**src/rtl/tweak_pkg.sv**
```systemverilog
// Shared fetch-side definitions: word geometry, instruction field positions, fetch FSM states.
package tweak_pkg;

  localparam int WORD_W     = 32;
  localparam int ADDR_W_DEF = 8;

  localparam int ENC_MSB = 31;
  localparam int ENC_LSB = 30;
  localparam int OPC_MSB = 29;
  localparam int OPC_LSB = 24;

  typedef enum logic {
    ST_RUN   = 1'b0,
    ST_DRAIN = 1'b1
  } fetch_state_t;

  function automatic logic [OPC_MSB-OPC_LSB:0] opcode_of(input logic [WORD_W-1:0] w);
    return w[OPC_MSB:OPC_LSB];
  endfunction

endpackage

```
**src/rtl/tweak_fetch_fifo.sv**
```systemverilog
// Prefetch queue: DEPTH-entry circular buffer with push/pop/flush; head visible combinationally.
// Push while full and pop while empty are ignored; head reads as zero when empty.
module tweak_fetch_fifo #(
  parameter int WIDTH = 40,
  parameter int DEPTH = 4,
  parameter int CNT_W = $clog2(DEPTH) + 1
) (
  input  logic             CLK,
  input  logic             RESET,
  input  logic             flush,
  input  logic             push,
  input  logic [WIDTH-1:0] push_dat,
  input  logic             pop,
  output logic [WIDTH-1:0] head_dat,
  output logic [CNT_W-1:0] count
);

  localparam int PTR_W = $clog2(DEPTH);
  localparam logic [CNT_W-1:0] FULL = CNT_W'(DEPTH);

  logic [WIDTH-1:0] mem [DEPTH];
  logic [PTR_W-1:0] wr_ptr;
  logic [PTR_W-1:0] rd_ptr;
  logic             do_push;
  logic             do_pop;

  assign do_push  = push && (count != FULL) && !flush;
  assign do_pop   = pop && (count != '0) && !flush;
  assign head_dat = (count != '0) ? mem[rd_ptr] : '0;

  always_ff @(posedge CLK) begin
    if (do_push) begin
      mem[wr_ptr] <= push_dat;
    end
  end

  always_ff @(posedge CLK) begin
    if (RESET || flush) begin
      wr_ptr <= '0;
      rd_ptr <= '0;
      count  <= '0;
    end else begin
      if (do_push) wr_ptr <= wr_ptr + 1'b1;
      if (do_pop)  rd_ptr <= rd_ptr + 1'b1;
      case ({do_push, do_pop})
        2'b10:   count <= count + 1'b1;
        2'b01:   count <= count - 1'b1;
        default: count <= count;
      endcase
    end
  end

endmodule

```
**src/rtl/tweak_fetch.sv**
```systemverilog
// Instruction prefetcher: credit-limited sequential reads into a queue; ins_valid = memory latency + 1.
// Decoder stalls hold the head; redirect flushes the queue and drains in-flight responses before refetching.
module tweak_fetch
  import tweak_pkg::*;
#(
  parameter int ADDR_W = ADDR_W_DEF,
  parameter int DEPTH  = 4
) (
  input  logic              CLK,
  input  logic              RESET,
  output logic              mem_req,
  output logic [ADDR_W-1:0] mem_addr,
  input  logic              mem_rvalid,
  input  logic [WORD_W-1:0] mem_rdata,
  input  logic              redirect,
  input  logic [ADDR_W-1:0] redirect_addr,
  output logic              ins_valid,
  output logic [WORD_W-1:0] ins_data,
  output logic [ADDR_W-1:0] ins_pc,
  input  logic              ins_ready
);

  localparam int CNT_W = $clog2(DEPTH) + 1;
  localparam int ENT_W = WORD_W + ADDR_W;
  localparam logic [CNT_W:0] DEPTH_C = (CNT_W + 1)'(DEPTH);

  fetch_state_t      state;
  logic [ADDR_W-1:0] pc;
  logic [CNT_W-1:0]  outstanding;
  logic [CNT_W-1:0]  out_next;
  logic [CNT_W-1:0]  fifo_count;
  logic              rsp_ok;
  logic              credit;
  logic              issue;
  logic              push;
  logic              pop;
  logic [ENT_W-1:0]  push_dat;
  logic [ENT_W-1:0]  head_dat;

  // Queue slots plus in-flight reads never exceed DEPTH, so every response has a slot.
  assign rsp_ok = mem_rvalid && (outstanding != '0);
  assign credit = ({1'b0, fifo_count} + {1'b0, outstanding}) < DEPTH_C;
  assign issue  = !RESET && !redirect && (state == ST_RUN) && credit;
  assign push   = !redirect && (state == ST_RUN) && rsp_ok;
  assign pop    = ins_valid && ins_ready && !redirect;

  // In RUN, in-flight reads are the consecutive addresses just below pc, oldest first.
  assign push_dat = {mem_rdata, pc - ADDR_W'(outstanding)};

  assign mem_req   = issue;
  assign mem_addr  = pc;
  assign ins_valid = (fifo_count != '0);
  assign {ins_data, ins_pc} = head_dat;

  always_comb begin
    out_next = outstanding;
    if (issue && !rsp_ok) begin
      out_next = outstanding + 1'b1;
    end else if (!issue && rsp_ok) begin
      out_next = outstanding - 1'b1;
    end
  end

  always_ff @(posedge CLK) begin
    if (RESET) begin
      state       <= ST_RUN;
      pc          <= '0;
      outstanding <= '0;
    end else begin
      outstanding <= out_next;
      if (redirect) begin
        pc    <= redirect_addr;
        state <= (out_next != '0) ? ST_DRAIN : ST_RUN;
      end else begin
        if (issue) pc <= pc + 1'b1;
        if ((state == ST_DRAIN) && (out_next == '0)) state <= ST_RUN;
      end
    end
  end

  tweak_fetch_fifo #(
    .WIDTH (ENT_W),
    .DEPTH (DEPTH),
    .CNT_W (CNT_W)
  ) u_fifo (
    .CLK      (CLK),
    .RESET    (RESET),
    .flush    (redirect),
    .push     (push),
    .push_dat (push_dat),
    .pop      (pop),
    .head_dat (head_dat),
    .count    (fifo_count)
  );

endmodule

```
**config.mk**
```make
export PLATFORM = sky130hd
export DESIGN_NAME = tweak_fetch
export DESIGN_NICKNAME = d
export VERILOG_FILES = /design/src/rtl/tweak_pkg.sv /design/src/rtl/tweak_fetch_fifo.sv /design/src/rtl/tweak_fetch.sv
export SDC_FILE = /design/constraint.sdc
export NUM_CORES = 1
export LEC_CHECK = 0
export ABC_AREA = 1
export BUFFER_PORTS_ARGS = -buffer_cell sky130_fd_sc_hd__buf_2
export CAP_MARGIN = 10
export CORE_UTILIZATION = 40
export DETAILED_ROUTE_END_ITERATION = 8
export GPL_ROUTABILITY_DRIVEN = 0
export PLACE_DENSITY = 0.63
export REMOVE_ABC_BUFFERS = 1
export SLEW_MARGIN = 10
export SYNTH_ARGS = -nofsm -noshare
export SYNTH_HDL_FRONTEND = slang
export SYNTH_SLANG_ARGS = --single-unit
```
**constraint.sdc**
```tcl
create_clock -name CLK -period 7.5 [get_ports CLK]
set_input_delay 0.375 -clock CLK [delete_from_list [all_inputs] [get_ports CLK]]
set_output_delay 0.375 -clock CLK [all_outputs]
set_load 0.005 [all_outputs]
```
# After elaboration in Yosys (flattened, before gate mapping)
# Memory sizes are Yosys's and may differ from the RTL's. A register that Yosys moved wholly into a read port is not among the register bits.
# Index checks and enable logic that the tools add are counted.
# W data, S select, Z words.
[word_totals] register_bits=19 mem_bits_rw=160 output_inout_bits=50 wordCells=61 mem_count=1
[mem_list] memory="u_fifo.mem" depth=4 width=40 rd=1 rd_ports_with_merged_regs=1 wr=1 line="tweak_fetch_fifo.sv:21" rtl="logic [WIDTH-1:0] mem [DEPTH];"
[op_classes] n_addsub=9 order_cmp=1 eq_ne=3 n_mux=13 bitwise=1 n_reduce_logical=27
[op_table] cell="$mux W40" count=1
[op_table] cell="$mux W8" count=2
[op_table] cell="$logic_and A1 B1 Y1" count=15
[op_table] cell="$reduce_bool A3 Y1" count=3
[op_table] cell="$add A8 B1 Y8 const B" count=1
[op_table] cell="$sub A8 B3 Y8" count=1
[op_table] cell="$add A3 B1 Y3 const B" count=2
[op_table] cell="$mux W3" count=2
[op_table] cell="$pmux W3 S2" count=1
[op_table] cell="$reduce_bool A2 Y1" count=3
[op_table] cell="$sub A3 B1 Y3 const B" count=2
[op_table] cell="$mux W1" count=5
[op_table] cell="$add A2 B1 Y2 const B" count=2
[op_table] cell="$add A3 B3 Y4" count=1
[op_table] cell="$logic_not A1 Y1" count=4
[op_table] cell="$lt A4 B3 Y1 const B" count=1
[op_table] cell="$mux W2" count=2
[op_table] cell="$logic_not A3 Y1" count=1
[op_table] cell="$ne A3 B3 Y1 const B" count=1
[op_table] cell="$eq A2 B1 Y1 const B" count=1
[op_table] cell="$eq A2 B2 Y1 const B" count=1
[op_table] cell="$logic_or A1 B1 Y1" count=1
[op_table] cell="$not A1 Y1" count=1

# Logic depth before layout (Yosys ltp)
[depth] depth_word=12 depth_mapped=15

# Modules after synthesis
# Synthesis repeated with hierarchy kept, for this count alone.
[unflattened] cells_unflattened=690 area_unflattened_um2=7729.9
[modules_own_cells] mod="tweak_fetch_fifo" n_inst=1 cells_per_inst=544 area_each_um2=6683.9
[modules_own_cells] mod="tweak_fetch" n_inst=1 cells_per_inst=146 area_each_um2=1046.0

# Worst setup path after synthesis
# Ideal clock, no wire load.
[synth_path] path_type="register to register" startpoint="register outstanding[1]" endpoint="memory u_fifo.mem[0][0] (enable)" setup_time_ps=437 arrival_time_ps=2852 required_time_ps=7063 setup_slack_ps=4210 stages_incl_launch_ff=10 n_path_buf=0 period_less_slack_ps=3290 path_cell_list="dfxtp_1 inv_1 ha_1 nand2_1 nand2_1 inv_1 nand2_1 nor2_1 inv_2 nor2_1"
[synth_between] elab_chain_len=7
[synth_lines] element="from (decl)" line="tweak_fetch.sv:29" rtl="logic [CNT_W-1:0] outstanding;"
[synth_lines] element="from (signal assigned)" line="tweak_fetch.sv:70" rtl="outstanding <= out_next;"
[synth_lines] element="$reduce_bool A3 Y1" line="tweak_fetch.sv:41" rtl="assign rsp_ok = mem_rvalid && (outstanding != '0);"
[synth_lines] element="$logic_and A1 B1 Y1" line="tweak_fetch.sv:41"
[synth_lines] element="$logic_and A1 B1 Y1" line="tweak_fetch.sv:44" rtl="assign push = !redirect && (state == ST_RUN) && rsp_ok;"
[synth_lines] element="$logic_and A1 B1 Y1 (2 in series)" line="tweak_fetch_fifo.sv:27" rtl="assign do_push = push && (count != FULL) && !flush;"
[synth_lines] element="$mux W1" line="tweak_fetch_fifo.sv:32" rtl="if (do_push) begin"
[synth_lines] element="$mux W1 (not written as such)" line="tweak_fetch_fifo.sv:33" rtl="mem[wr_ptr] <= push_dat;"
[synth_lines] element="to (decl)" line="tweak_fetch_fifo.sv:21"
# No other way between the ends.

==> results by group <==
Timing
  • Setup-failing EPs final: 0
  • Slew margin rel.: 40.7%
  • Final Cycle Share: 43.0%
  • Final Hold Vio Count: 0
  • Max Freq: 0.310 GHz
  • Post-Route Setup TNS: 0 ns
  • Worst-Margin Slew: 0.889 ns
  • Post-route setup slack: 4.28 ns
  • Tmin final: 3.22 ns
  • Worst clock skew: 0.00791 ns
  • Unrepaired setup endpoints after global routing: false
  • Pins over their slew limit: 0

GRT
  • Initial antenna violation count: 0
  • Total global routing overflow: 0
  • First-pass GRT wire length: 25100 microns
  • Largest net degree at the start of global routing: 81
  • Global Route Usage Sum: 16.6%
  • Vias in the first global route: 4837

Placement
  • DP Area: 8330 sq um
  • Dpl ws: 4.72 ns
  • DP HPWL: 9590 microns
  • Port Buffers: 94
  • Placed cells: 979

Floorplan
  • # IOs: 95
  • Row count: 50
  • Die Span Y: 140 microns
  • Initial Util: 40.7%
  • Placeable Area: 18700 sq um
  • Die area: 19600 sq um
  • Die X-Extent: 140 microns

Logic synthesis
  • Flops & latches, synth: 181
  • Mapped Area: 7610 sq um
  • Register area share after synthesis: 68.6%
  • Library cells used by synthesis: 34
  • Avg Cell Area, Syn: 11.3 sq um
  • Top cells by area, synth: edfxtp_1 63%, nor2_1 8.8%, dfxtp_1 5.5%
  • Synth warn: 0
  • Synth Instances: 676
  • Synth area leader: edfxtp_1
  • Top-area cell type share of the netlist area: 63.1%

Pwr
  • Leakage power: 3.40 nW
  • Power Density: 273 nW/um^2
  • Maximum vdd drop: 0.168 mV
  • Pwr Total: 0.00243 W

Clock tree
  • Hold_buf cts: 0
  • H-Tree Depth: 4
  • TritonCTS Buffers: 17
  • Worst skew pair latency: 0.43 ns
  • Clk root buf: clkbuf_16
  • Clock sinks: 181
  • Gates resized, CTS repair: 0
  • CTS tree: done
  • Post-CTS setup repair buffer count: 0
  • CTS clk-pin slew, worst paths: 0.07 ns
  • CTS max path bufs: 2

Detailed routing
  • DRT Pass-1 Iters: 5
  • Drt drc: 0
  • Detailed Route Iter0 Violations: 354
  • Vias per inst: 5.02
  • Final wirelength: 15800 microns
  • Avg WL per Cell: 15.6 microns
  • Vias: 5077
  • Post-detailed-route count of antenna-violating nets: 0

Layout
  • Ratio of cells with drive above 1 in the final layout: 19.7%
  • Nets@finish: 825
  • Final Cell Area: 8910 sq um
  • Area grow syn2layout: 17.1%
  • ANT cells: 0
  • Commonest non-fill, non-tap cell in the layout: nor2_1
  • Most frequent cells in the layout: 175 x nor2_1, 160 x edfxtp_1, 94 x buf_2
  • Non-Filler Instances: 1011

Setup path
  • Crit-path cells: inv_1, buf_4, nor2_1, o21ai_0, a21oi_1, buf_2
  • Worst reg2reg startpoint: outstanding[1]
  • Worst setup SP type: flip-flop
  • Critical Path Max Stage Delay: 0.91 ns
  • Crit path kind: reg -> out
  • CP max-delay cell: dfxtp_2
  • CP required: 7.12 ns
  • CP arrival: 2.85 ns
  • Critical Path End Type: output pin
  • Critical path destination: ins_pc[0]
  • Max FO, Critical Path: 41
  • Delay-heaviest family, CP: buffers and inverters
  • WP depth: 6
  • R2R depth: 10
  • WP buf/inv: 3
  • Reg-to-Reg End: u_fifo.mem[3][2]
  • R2r setup slk: 4.79 ns

Outcome
  • Status: completed

Min path
  • Hold Path Class: in -> reg

Job
  • Max-cap violations: 0
-- per-stage QoR --
| stage | util (%) | hold slack, ns |
|---|---|---|
| final | 47.7 | 0.165 |
| after CTS | 47.7 | 0.149 |
| after floorplan | - | 0.436 |
| after global routing | 47.7 | 0.147 |
| after detailed placement | 44.5 | 0.444 |
| after global placement | 44.5 | 0.447 |
-- flip-flops by register name (all words and copies together) (netlist names), named ones only --
name and cells:
u_fifo.mem 160, mem_addr 8, outstanding 3, u_fifo.count 3
u_fifo.rd_ptr 2, u_fifo.wr_ptr 2, state 1
-- logic make-up (layout without fill, tap and decap cells) --
group           after synthesis  in the layout  share of synthesized area [%]
simple gates                238            238                           12.9
flops                       181            181                           68.6
compound gates              159            159                           10.7
buf+inv                      72            173                           3.80
fa+ha+maj                    16             16                           2.83
xor+xnor                     10             10                           1.15
-- layout make-up --
type                       instances  area, sq um
fill                            1677         9790
sequential                       181         5230
multi-input combinational        423         2140
timing repair buffer             102          531
clock buffer                      17          425
tap                              234          293
clock inverter                    15          156
inverter                          39          146
-- report_power, final --
group          total (W)  internal [W]  switching [W]
combinational   0.000347      0.000116       0.000231
clock           0.000872      0.000472       0.000400
sequential       0.00121       0.00119      0.0000272
total            0.00243       0.00177       0.000658
-- routing by layer --
| metal | up-vias | global-route usage (%) | routed length, microns |
|---|---|---|---|
| met1 | 2421 | 22.3 | 7500 |
| met3 | 11 | 3.59 | 607 |
| li1 | 2521 | - | - |
| met2 | 124 | 26.9 | 7530 |
| met4 | 0 | 4.92 | 136 |
| met5 | - | 0 | 0 |
-- synth_stat cells --
library cell,count
buf_1,1
o21ai_0,79
inv_2,4
nand3_1,11
edfxtp_1,160
nor3_1,4
nor2_4,1
nand4_1,1
clkbuf_1,24
buf_6,1
nor2_8,2
xnor2_1,1
a21oi_1,58
nand2_2,1
nor2_1,179
o221ai_1,1
nor3_2,1
ha_1,14
dfxtp_1,21
o21ai_1,14
a211oi_1,1
buf_4,1
or2_2,1
a22oi_1,1
fa_1,2
o31ai_1,1
o211ai_1,1
nand2_4,2
xor2_1,9
o21ai_2,1
buf_2,6
nand2_1,35
a31oi_1,2
inv_1,35
-- worst register-to-register path, stage by stage (launching register included) --
cell and delay, ns:
dfxtp_1 0.43, inv_1 0.12, ha_1 0.19, nand2_1 0.06
nand2_1 0.09, inv_1 0.13, nand2_1 0.07, nor2_1 0.16
inv_2 0.15, nor2_4 0.59, buf_4 0.41
-- worst min-delay path by stage --
stage	startpoint	endpoint	slack, ns	cells after the start
after floorplan	u_fifo.rd_ptr[1]	flip-flop	0.44	2
final	mem_rdata[4]	u_fifo.mem[3][12]	0.17	1
after detailed placement	u_fifo.rd_ptr[1]	flip-flop	0.44	2
after CTS	mem_rdata[4]	u_fifo.mem[3][12]	0.15	1
after global routing	mem_rdata[4]	u_fifo.mem[3][12]	0.15	1
after global placement	u_fifo.rd_ptr[1]	flip-flop	0.45	2
Power figures use the tool's default switching activity.
